--- src/rtl/cond_branch_seq_pkg.sv ---
// rtl/cond_branch_seq_pkg.sv - shared condition codes, sequencer states and evaluator encoding
package cond_pkg;

    typedef enum logic [2:0] {
        COND_NEVER  = 3'd0,
        COND_EQ     = 3'd1,
        COND_LT     = 3'd2,
        COND_LE     = 3'd3,
        COND_ALWAYS = 3'd4,
        COND_NE     = 3'd5,
        COND_GE     = 3'd6,
        COND_GT     = 3'd7
    } cond_t;

    typedef enum logic {
        IDLE = 1'b0,
        EVAL = 1'b1
    } seq_state_t;

    localparam int DEFAULT_PC_STEP = 4;

    // Evaluator Condition input is a full byte; only the low three bits carry the code.
    function automatic logic [7:0] cond_to_code(input logic [2:0] c);
        return {5'b00000, c};
    endfunction

endpackage

--- src/rtl/cond_branch_seq_if.sv ---
// rtl/cond_branch_seq_if.sv - decode-to-sequencer instruction handshake
interface cond_branch_seq_if #(
    parameter int ADDR_WIDTH = 8
);
    logic                  instr_valid;
    logic                  instr_ready;
    logic [2:0]            instr_cond;
    logic [7:0]            instr_value;
    logic [ADDR_WIDTH-1:0] instr_target;

    modport master (
        output instr_valid, instr_cond, instr_value, instr_target,
        input  instr_ready
    );

    modport slave (
        input  instr_valid, instr_cond, instr_value, instr_target,
        output instr_ready
    );
endinterface

--- src/rtl/cond_branch_seq_sat_counter8.sv ---
// rtl/cond_branch_seq_sat_counter8.sv - 8-bit saturating up-counter with async reset
module sat_counter8 (
    input  logic       clk,
    input  logic       rst,
    input  logic       inc_i,
    output logic [7:0] count_o
);
    logic [7:0] count_q;
    logic [7:0] count_d;

    always_comb begin
        count_d = count_q;
        if (inc_i && (count_q != 8'hFF)) begin
            count_d = count_q + 8'd1;
        end
    end

    always_ff @(posedge clk or posedge rst) begin
        if (rst) begin
            count_q <= 8'd0;
        end else begin
            count_q <= count_d;
        end
    end

    assign count_o = count_q;
endmodule

--- src/rtl/cond_branch_seq.sv ---
// rtl/cond_branch_seq.sv - conditional-branch PC sequencer driving an external condition evaluator
module cond_branch_seq
    import cond_pkg::*;
#(
    parameter int ADDR_WIDTH = 8,
    parameter int RESET_PC   = 0,
    parameter int PC_STEP    = DEFAULT_PC_STEP
) (
    input  logic                  clk,
    input  logic                  rst,
    cond_branch_seq_if.slave      instr,
    output logic [7:0]            cond_code,
    output logic [7:0]            cond_value,
    input  logic                  cond_result,
    output logic [ADDR_WIDTH-1:0] pc,
    output logic                  pc_valid,
    output logic                  taken,
    output logic [7:0]            branch_count
);
    localparam logic [ADDR_WIDTH-1:0] PC_INC   = ADDR_WIDTH'(PC_STEP);
    localparam logic [ADDR_WIDTH-1:0] PC_RESET = ADDR_WIDTH'(RESET_PC);

    seq_state_t            state_q, state_d;
    logic [ADDR_WIDTH-1:0] pc_q, pc_d;
    logic [ADDR_WIDTH-1:0] target_q, target_d;
    logic [2:0]            cond_q, cond_d;
    logic [7:0]            value_q, value_d;
    logic                  pc_valid_q, pc_valid_d;
    logic                  taken_q, taken_d;
    logic                  ready;
    logic                  count_inc;

    always_comb begin
        state_d    = state_q;
        pc_d       = pc_q;
        target_d   = target_q;
        cond_d     = cond_q;
        value_d    = value_q;
        pc_valid_d = 1'b0;
        taken_d    = 1'b0;
        ready      = 1'b0;
        count_inc  = 1'b0;
        case (state_q)
            IDLE: begin
                ready = 1'b1;
                if (instr.instr_valid) begin
                    state_d  = EVAL;
                    cond_d   = instr.instr_cond;
                    value_d  = instr.instr_value;
                    target_d = instr.instr_target;
                end
            end
            EVAL: begin
                state_d    = IDLE;
                pc_d       = cond_result ? target_q : (pc_q + PC_INC);
                pc_valid_d = 1'b1;
                taken_d    = cond_result;
                count_inc  = cond_result;
                // Back to "never" so the evaluator reports 0 while idle.
                cond_d     = 3'd0;
                value_d    = 8'd0;
            end
        endcase
    end

    always_ff @(posedge clk or posedge rst) begin
        if (rst) begin
            state_q    <= IDLE;
            pc_q       <= PC_RESET;
            target_q   <= '0;
            cond_q     <= 3'd0;
            value_q    <= 8'd0;
            pc_valid_q <= 1'b0;
            taken_q    <= 1'b0;
        end else begin
            state_q    <= state_d;
            pc_q       <= pc_d;
            target_q   <= target_d;
            cond_q     <= cond_d;
            value_q    <= value_d;
            pc_valid_q <= pc_valid_d;
            taken_q    <= taken_d;
        end
    end

    sat_counter8 u_branch_count (
        .clk     (clk),
        .rst     (rst),
        .inc_i   (count_inc),
        .count_o (branch_count)
    );

    assign instr.instr_ready = ready;
    assign cond_code         = cond_to_code(cond_q);
    assign cond_value        = value_q;
    assign pc                = pc_q;
    assign pc_valid          = pc_valid_q;
    assign taken             = taken_q;
endmodule

--- src/flat_wrapper.sv ---
// flat-port wrapper written by rule: the top's interface ports become plain ports
module cond_branch_seq_flat import cond_pkg::*;
#(
    parameter int ADDR_WIDTH = 8,
    parameter int RESET_PC   = 0,
    parameter int PC_STEP    = DEFAULT_PC_STEP
)
  (clk, rst, cond_code, cond_value, cond_result, pc, pc_valid, taken, branch_count, instr_instr_valid, instr_instr_cond, instr_instr_value, instr_instr_target, instr_instr_ready);
  cond_branch_seq_if #(.ADDR_WIDTH(ADDR_WIDTH)) instr_i ();
  input  logic clk;
  input  logic rst;
  output logic [7:0] cond_code;
  output logic [7:0] cond_value;
  input  logic cond_result;
  output logic [ADDR_WIDTH-1:0] pc;
  output logic pc_valid;
  output logic taken;
  output logic [7:0] branch_count;
  input wire logic [$bits(instr_i.instr_valid)-1:0] instr_instr_valid;
  input wire logic [$bits(instr_i.instr_cond)-1:0] instr_instr_cond;
  input wire logic [$bits(instr_i.instr_value)-1:0] instr_instr_value;
  input wire logic [$bits(instr_i.instr_target)-1:0] instr_instr_target;
  output wire logic [$bits(instr_i.instr_ready)-1:0] instr_instr_ready;
  assign instr_i.instr_valid = instr_instr_valid;
  assign instr_i.instr_cond = instr_instr_cond;
  assign instr_i.instr_value = instr_instr_value;
  assign instr_i.instr_target = instr_instr_target;
  assign instr_instr_ready = instr_i.instr_ready;
  cond_branch_seq #(.ADDR_WIDTH(ADDR_WIDTH), .RESET_PC(RESET_PC), .PC_STEP(PC_STEP)) u_core (.clk(clk), .rst(rst), .instr(instr_i), .cond_code(cond_code), .cond_value(cond_value), .cond_result(cond_result), .pc(pc), .pc_valid(pc_valid), .taken(taken), .branch_count(branch_count));
endmodule
--- config.mk ---
export PLATFORM = sky130hd
export DESIGN_NAME = cond_branch_seq_flat
export DESIGN_NICKNAME = d
export VERILOG_FILES = /design/src/rtl/cond_branch_seq_pkg.sv /design/src/rtl/cond_branch_seq_if.sv /design/src/rtl/cond_branch_seq_sat_counter8.sv /design/src/rtl/cond_branch_seq.sv /design/src/flat_wrapper.sv
export SDC_FILE = /design/constraint.sdc
export NUM_CORES = 1
export LEC_CHECK = 0
export ABC_AREA = 1
export CAP_MARGIN = 40
export CORE_ASPECT_RATIO = 0.7
export CORE_MARGIN = 1
export CORE_UTILIZATION = 40
export DETAILED_ROUTE_END_ITERATION = 8
export GPL_TIMING_DRIVEN = 1
export MAX_ROUTING_LAYER = met4
export PLACE_DENSITY = 0.71
export SLEW_MARGIN = 10
export SYNTH_ARGS = -nofsm -noshare
export SYNTH_HDL_FRONTEND = slang
export SYNTH_SLANG_ARGS = --single-unit
--- constraint.sdc ---
create_clock -name clk -period 1.4 [get_ports clk]
set_input_delay 0.28 -clock clk [delete_from_list [all_inputs] [get_ports clk]]
set_output_delay 0.28 -clock clk [all_outputs]
set_load 0.1 [all_outputs]
## Yosys cells after proc, flatten, opt, wreduce, memory -nomap -nowiden

Index checks and enable logic that the tools add are counted.

- Bitwise logic cells: 1
- Equality and inequality tests: 2
- Add/sub/neg operators: 2
- Muxes and demuxes: 10
- Reductions and logical operators: 2

Operators by type and width:

| cell | number |
|---|---|
| $mux 8 | 2 |
| $pmux 8 s2 | 1 |
| $add 8x1->8 const B | 1 |
| $add 8x3->8 const B | 1 |
| $ne 8x8->1 const B | 1 |
| $pmux 3 s2 | 1 |
| $mux 1 | 4 |
| $mux 3 | 1 |
| $ne 2x2->1 const B | 1 |
| $pmux 1 s2 | 1 |
| $reduce_and 2->1 | 1 |
| $logic_and 1x1->1 | 1 |
| $not 1->1 | 1 |

- Word-level logic and storage cells: 25
- Bits of input ports: 23
- Output and inout bits: 35
- Bits in registers: 38

## Depth between registers and ports, before layout

- Word-level depth: 2
- Depth in mapped cells: 8

## Cells and area by module

A second synthesis with hierarchy kept.

- Cells, all modules: 215
- Area total of the unflattened synthesis: 1779.2 µm²

By module, submodules not included:

| module | instances | seq. area each (µm²) | area an instance (µm²) | cells each |
|---|---|---|---|---|
| cond_branch_seq | 1 | 750.7 | 1306.3 | 152 |
| sat_counter8 | 1 | 200.2 | 473.0 | 63 |

## Least setup slack after synthesis

Ideal clock, no wire load.

- Path type: reg2reg
- From: register u_core.u_branch_count.count_q[0] (netlist: u_core.u_branch_count.count_o[0])
- To: register u_core.u_branch_count.count_q[4] (netlist: u_core.u_branch_count.count_o[4])
- Data required time: 1.280 ns
- Stages on the path, launching flop included: 9
- Setup time: 0.120 ns
- Path buffers: 0
- Arrival time: 1.817 ns
- Period minus slack after synthesis: 1.937 ns
- Slack: -0.537 ns
- Path through: dfrtp_1 ha_1 inv_1 nor2_2 nand2_1 nand2_4 inv_4 nand2_1 nand2_1

- Longest elaborated chain between the ends: 2
- Elaborated cells on any way between the ends: 3
- Classes of those cells: add/sub (1); eq/ne (1); reduce/logical (1)

Ends and longest elaborated chain:

| item | RTL line | RTL |
|---|---|---|
| start: declaration | cond_branch_seq_sat_counter8.sv:8 | `logic [7:0] count_q;` |
| start signal: assignment | cond_branch_seq_sat_counter8.sv:22 | `count_q <= count_d;` |
| parallel branches: the longest is 2 deep, another holds $add 8x1->8 | - |  |

Parallel ways; which one is timed is not known.
A chain may end at the register's enable or synchronous reset.

## Worst setup path in the final report

- From: register u_core.state_q
- To: output instr_instr_ready

- Longest elaborated chain between the ends: 1

Ends and longest elaborated chain:

| item | RTL line | RTL |
|---|---|---|
| start: declaration | cond_branch_seq.sv:23 | `seq_state_t state_q, state_d;` |
| start signal: assignment | cond_branch_seq.sv:76 | `state_q <= state_d;` |
| $mux 1 | cond_branch_seq.sv:43 | `case (state_q)` |
| end: declaration | flat_wrapper.sv:23 | `output wire logic [$bits(instr_i.instr_ready)-1:0] instr_instr_ready;` |

No other way between the ends.

==> impl_metrics.env <==
export IMPL_status="complete, no violations"
export IMPL_crit_arrival_ns=1.06
export IMPL_clock_fmax_mhz=744
export IMPL_rsz0062_at_grt="false"
export IMPL_drt_vias_per_instance=4.55
export IMPL_synth_area_sq_um=1770
export IMPL_drc=0
export IMPL_clk_latency_ns=0.29
export IMPL_finalSetupViolations=0
export IMPL_io_pin_count=58
export IMPL_cp_buffers_inverters=2
export IMPL_crit_path_cell_trace="inv_4 -> buf_12"
export IMPL_use_met2_pct=28.0
export IMPL_htree_levels=2
export IMPL_peakVddDrop_mv=1.94
export IMPL_fp_dieW_um=81.6
export IMPL_cp_required_ns=1.12
export IMPL_port_buffers=52
export IMPL_first_global_vias=1404
export IMPL_cts_tree="yes"
export IMPL_yosysWarnings=0
export IMPL_slowest_stage="dfrtp_2"
export IMPL_grtUsageTotal_pct=19.9
export IMPL_drt_pass1_iter_count=6
export IMPL_ys_top_cells_by_area="dfrtp_1 54%, nand2_1 17%, inv_1 4.9%"
export IMPL_grt_max_degree=39
export IMPL_fin_crit_ns=1.34
export IMPL_path_class="flip-flop to output pin"
export IMPL_crit_path_max_incr_delay_ns=0.46
export IMPL_cts_hold_buf=0
export IMPL_antenna_cells=0
export IMPL_cap_violations=0
export IMPL_synth_edf_count=0
export IMPL_synth_top_area_share_pct=53.6
export IMPL_syn_avg_cell_area_sq_um=8.44
export IMPL_wirelength_um=3920
export IMPL_areaGrowthSynthToFinish_pct=60.5
export IMPL_pwr_density_cell_nw_per_um2=1660
export IMPL_cts_sinks=38
export IMPL_core_area_sq_um=4090
export IMPL_synth_distinct_cells=29
export IMPL_netlist_instances=210
export IMPL_crit_path_start_kind="flip-flop"
export IMPL_initialDrtViolationCount=58
export IMPL_grt_busiest_layer="met1"
export IMPL_hp_class="input port to asynchronous set/reset pin"
export IMPL_crit_family="flip-flops"
export IMPL_ys_flop_type="dfrtp_1"
export IMPL_use_met1_pct=28.0
export IMPL_met3_usage_pct=6.77
export IMPL_layout_commonest_cell="nand2_1"
export IMPL_ant_nets=0
export IMPL_place_ws_ns=0.0204
export IMPL_dr_total_vias=1484
export IMPL_clkTransAtPathRegs_ns=0.07
export IMPL_dieArea_sq_um=4710
export IMPL_die_h_um=57.7
export IMPL_clock_path_buffers=2
export IMPL_antenna_found_initial=0
export IMPL_clock_skew_final_ns=0.00493
export IMPL_layout_common_cells="80 x nand2_1, 32 x buf_12, 23 x dfrtp_1, 22 x inv_1, 22 x clkdlybuf4s50_1"
export IMPL_setup_tns_ns=0
export IMPL_drive_above_1_share_pct=27.0
export IMPL_core_rowCount=19
export IMPL_nets=298
export IMPL_leakagePower_uw=0.00132
export IMPL_yosysTopAreaCell="dfrtp_1"
export IMPL_path_max_fanout=7
export IMPL_place_congestion=0.870
export IMPL_clock_root_buffer="clkbuf_8"
export IMPL_grt_pass1_wl_um=6710
export IMPL_ys_ff_latch=38
export IMPL_final_hold_viol_count=0
export IMPL_finalWorstSetupSlack_ns=0.0553
export IMPL_cts_buffers_inserted=5
export IMPL_slew_viol_final=0
export IMPL_synth_seq_area_share_pct=53.6
export IMPL_dp_final_hpwl_um=2870
export IMPL_overflow=0
export IMPL_avgRoutedWirePerCell_um=12.0
export IMPL_postSynth_asyncResetShare_pct=100
export IMPL_endpoint_kind="output pin"
export IMPL_initial_core_util_pct=43.4
export IMPL_period_share_pct=96.1
## metrics by stage
stage	hold slack, ns	instance area, sq um	cells	utilization [%]	power (uW)
4_1_cts	0.347	2830	324	69.2	4740
3_5_place_dp	0.470	2750	316	67.2	4010
3_3_place_gp	0.462	2750	316	67.2	3990
2_1_floorplan	0.390	1860	214	-	3100
6_report	0.342	2850	326	69.6	4710
5_1_grt	0.377	2850	326	69.6	4940
## synth_stat cells (2+ instances only)
master and n:
nand2_1 81, dfrtp_1 38, inv_1 23, o21ai_1 11, nor2_1 9, nand3_1 8, buf_4 5, a21oi_1 3
o21ai_0 3, xnor2_1 3, buf_6 2, ha_1 2, inv_2 2, nand2_4 2, nand3_2 2, o21ai_2 2
xor2_1 2
## registers in the layout (all words and copies together), names as in the netlist
name	count
u_core.target_q	8
u_core.taken	1
u_core.cond_value	8
u_core.cond_q	3
u_core.state_q	1
u_core.u_branch_count.count_o	8
u_core.pc_valid	1
u_core.pc	8
## metal layers
layer  share of wire, %  up-vias  routed length (um)
met3                5.1        4                 201
met2                 44       40                1740
met1                 50      682                1960
met5                  0        -                   0
li1                   -      758                   -
met4               0.56        0                  22
## report_power, final
group / internal (uW) / switching (uW) / total (uW)
logic: 849 / 1520 / 2370
clock network: 354 / 366 / 719
registers: 1330 / 289 / 1620
## worst register-to-register path: stages, from the launching register on
cell     delay, ns
dfrtp_4       0.52
ha_1          0.24
nand3_1       0.11
xor2_1        0.16
nand2_1       0.06
nand2_1       0.06
nand2_1       0.04
## logic make-up (layout without fill, tap and decap cells)
logic type / Yosys count / count (layout) / synth area share [%]
AOI/OAI and AO/OA: 22 / 22 / 6.99
xor gates and xnor gates: 5 / 5 / 2.47
adders and majority gates: 2 / 2 / 1.41
buffers and inverters: 35 / 95 / 9.81
DFF: 38 / 38 / 53.6
other: 1 / 5 / 0.212
and+or+nand+nor: 107 / 107 / 25.5
## final cells by class
class,count,area (sq um)
Clock buffer,8,80.1
Fill cell,320,1240
Inverter,27,111
Multi-Input combinational cell,141,688
Sequential cell,38,995
Tap cell,52,65.1
Timing Repair Buffer,60,906
## path summary, 6_finish.rpt
| path | from | end | slack [ns] | depth (start not counted) |
|---|---|---|---|---|
| max | u_core.state_q | instr_instr_ready | 0.06 | 2 |
| min | rst | u_core.cond_q[0] | 0.34 | 3 |
| max reg2reg | u_core.pc[2] | u_core.pc[6] | 0.11 | 6 |
| min reg2reg | u_core.target_q[5] | u_core.target_q[5] | 0.48 | 2 |
| max in group asynchronous | rst | u_core.pc[3] | 0.85 | 3 |
| min in group clk | u_core.target_q[5] | u_core.target_q[5] | 0.48 | 2 |
## repair_timing
action	in CTS	in global routing
endpoints found under the setup margin	1	1
endpoints found under the hold margin	0	0
resized for setup	1	0
buffers inserted	0	2
Note: power is estimated with default switching activity, not from simulation.
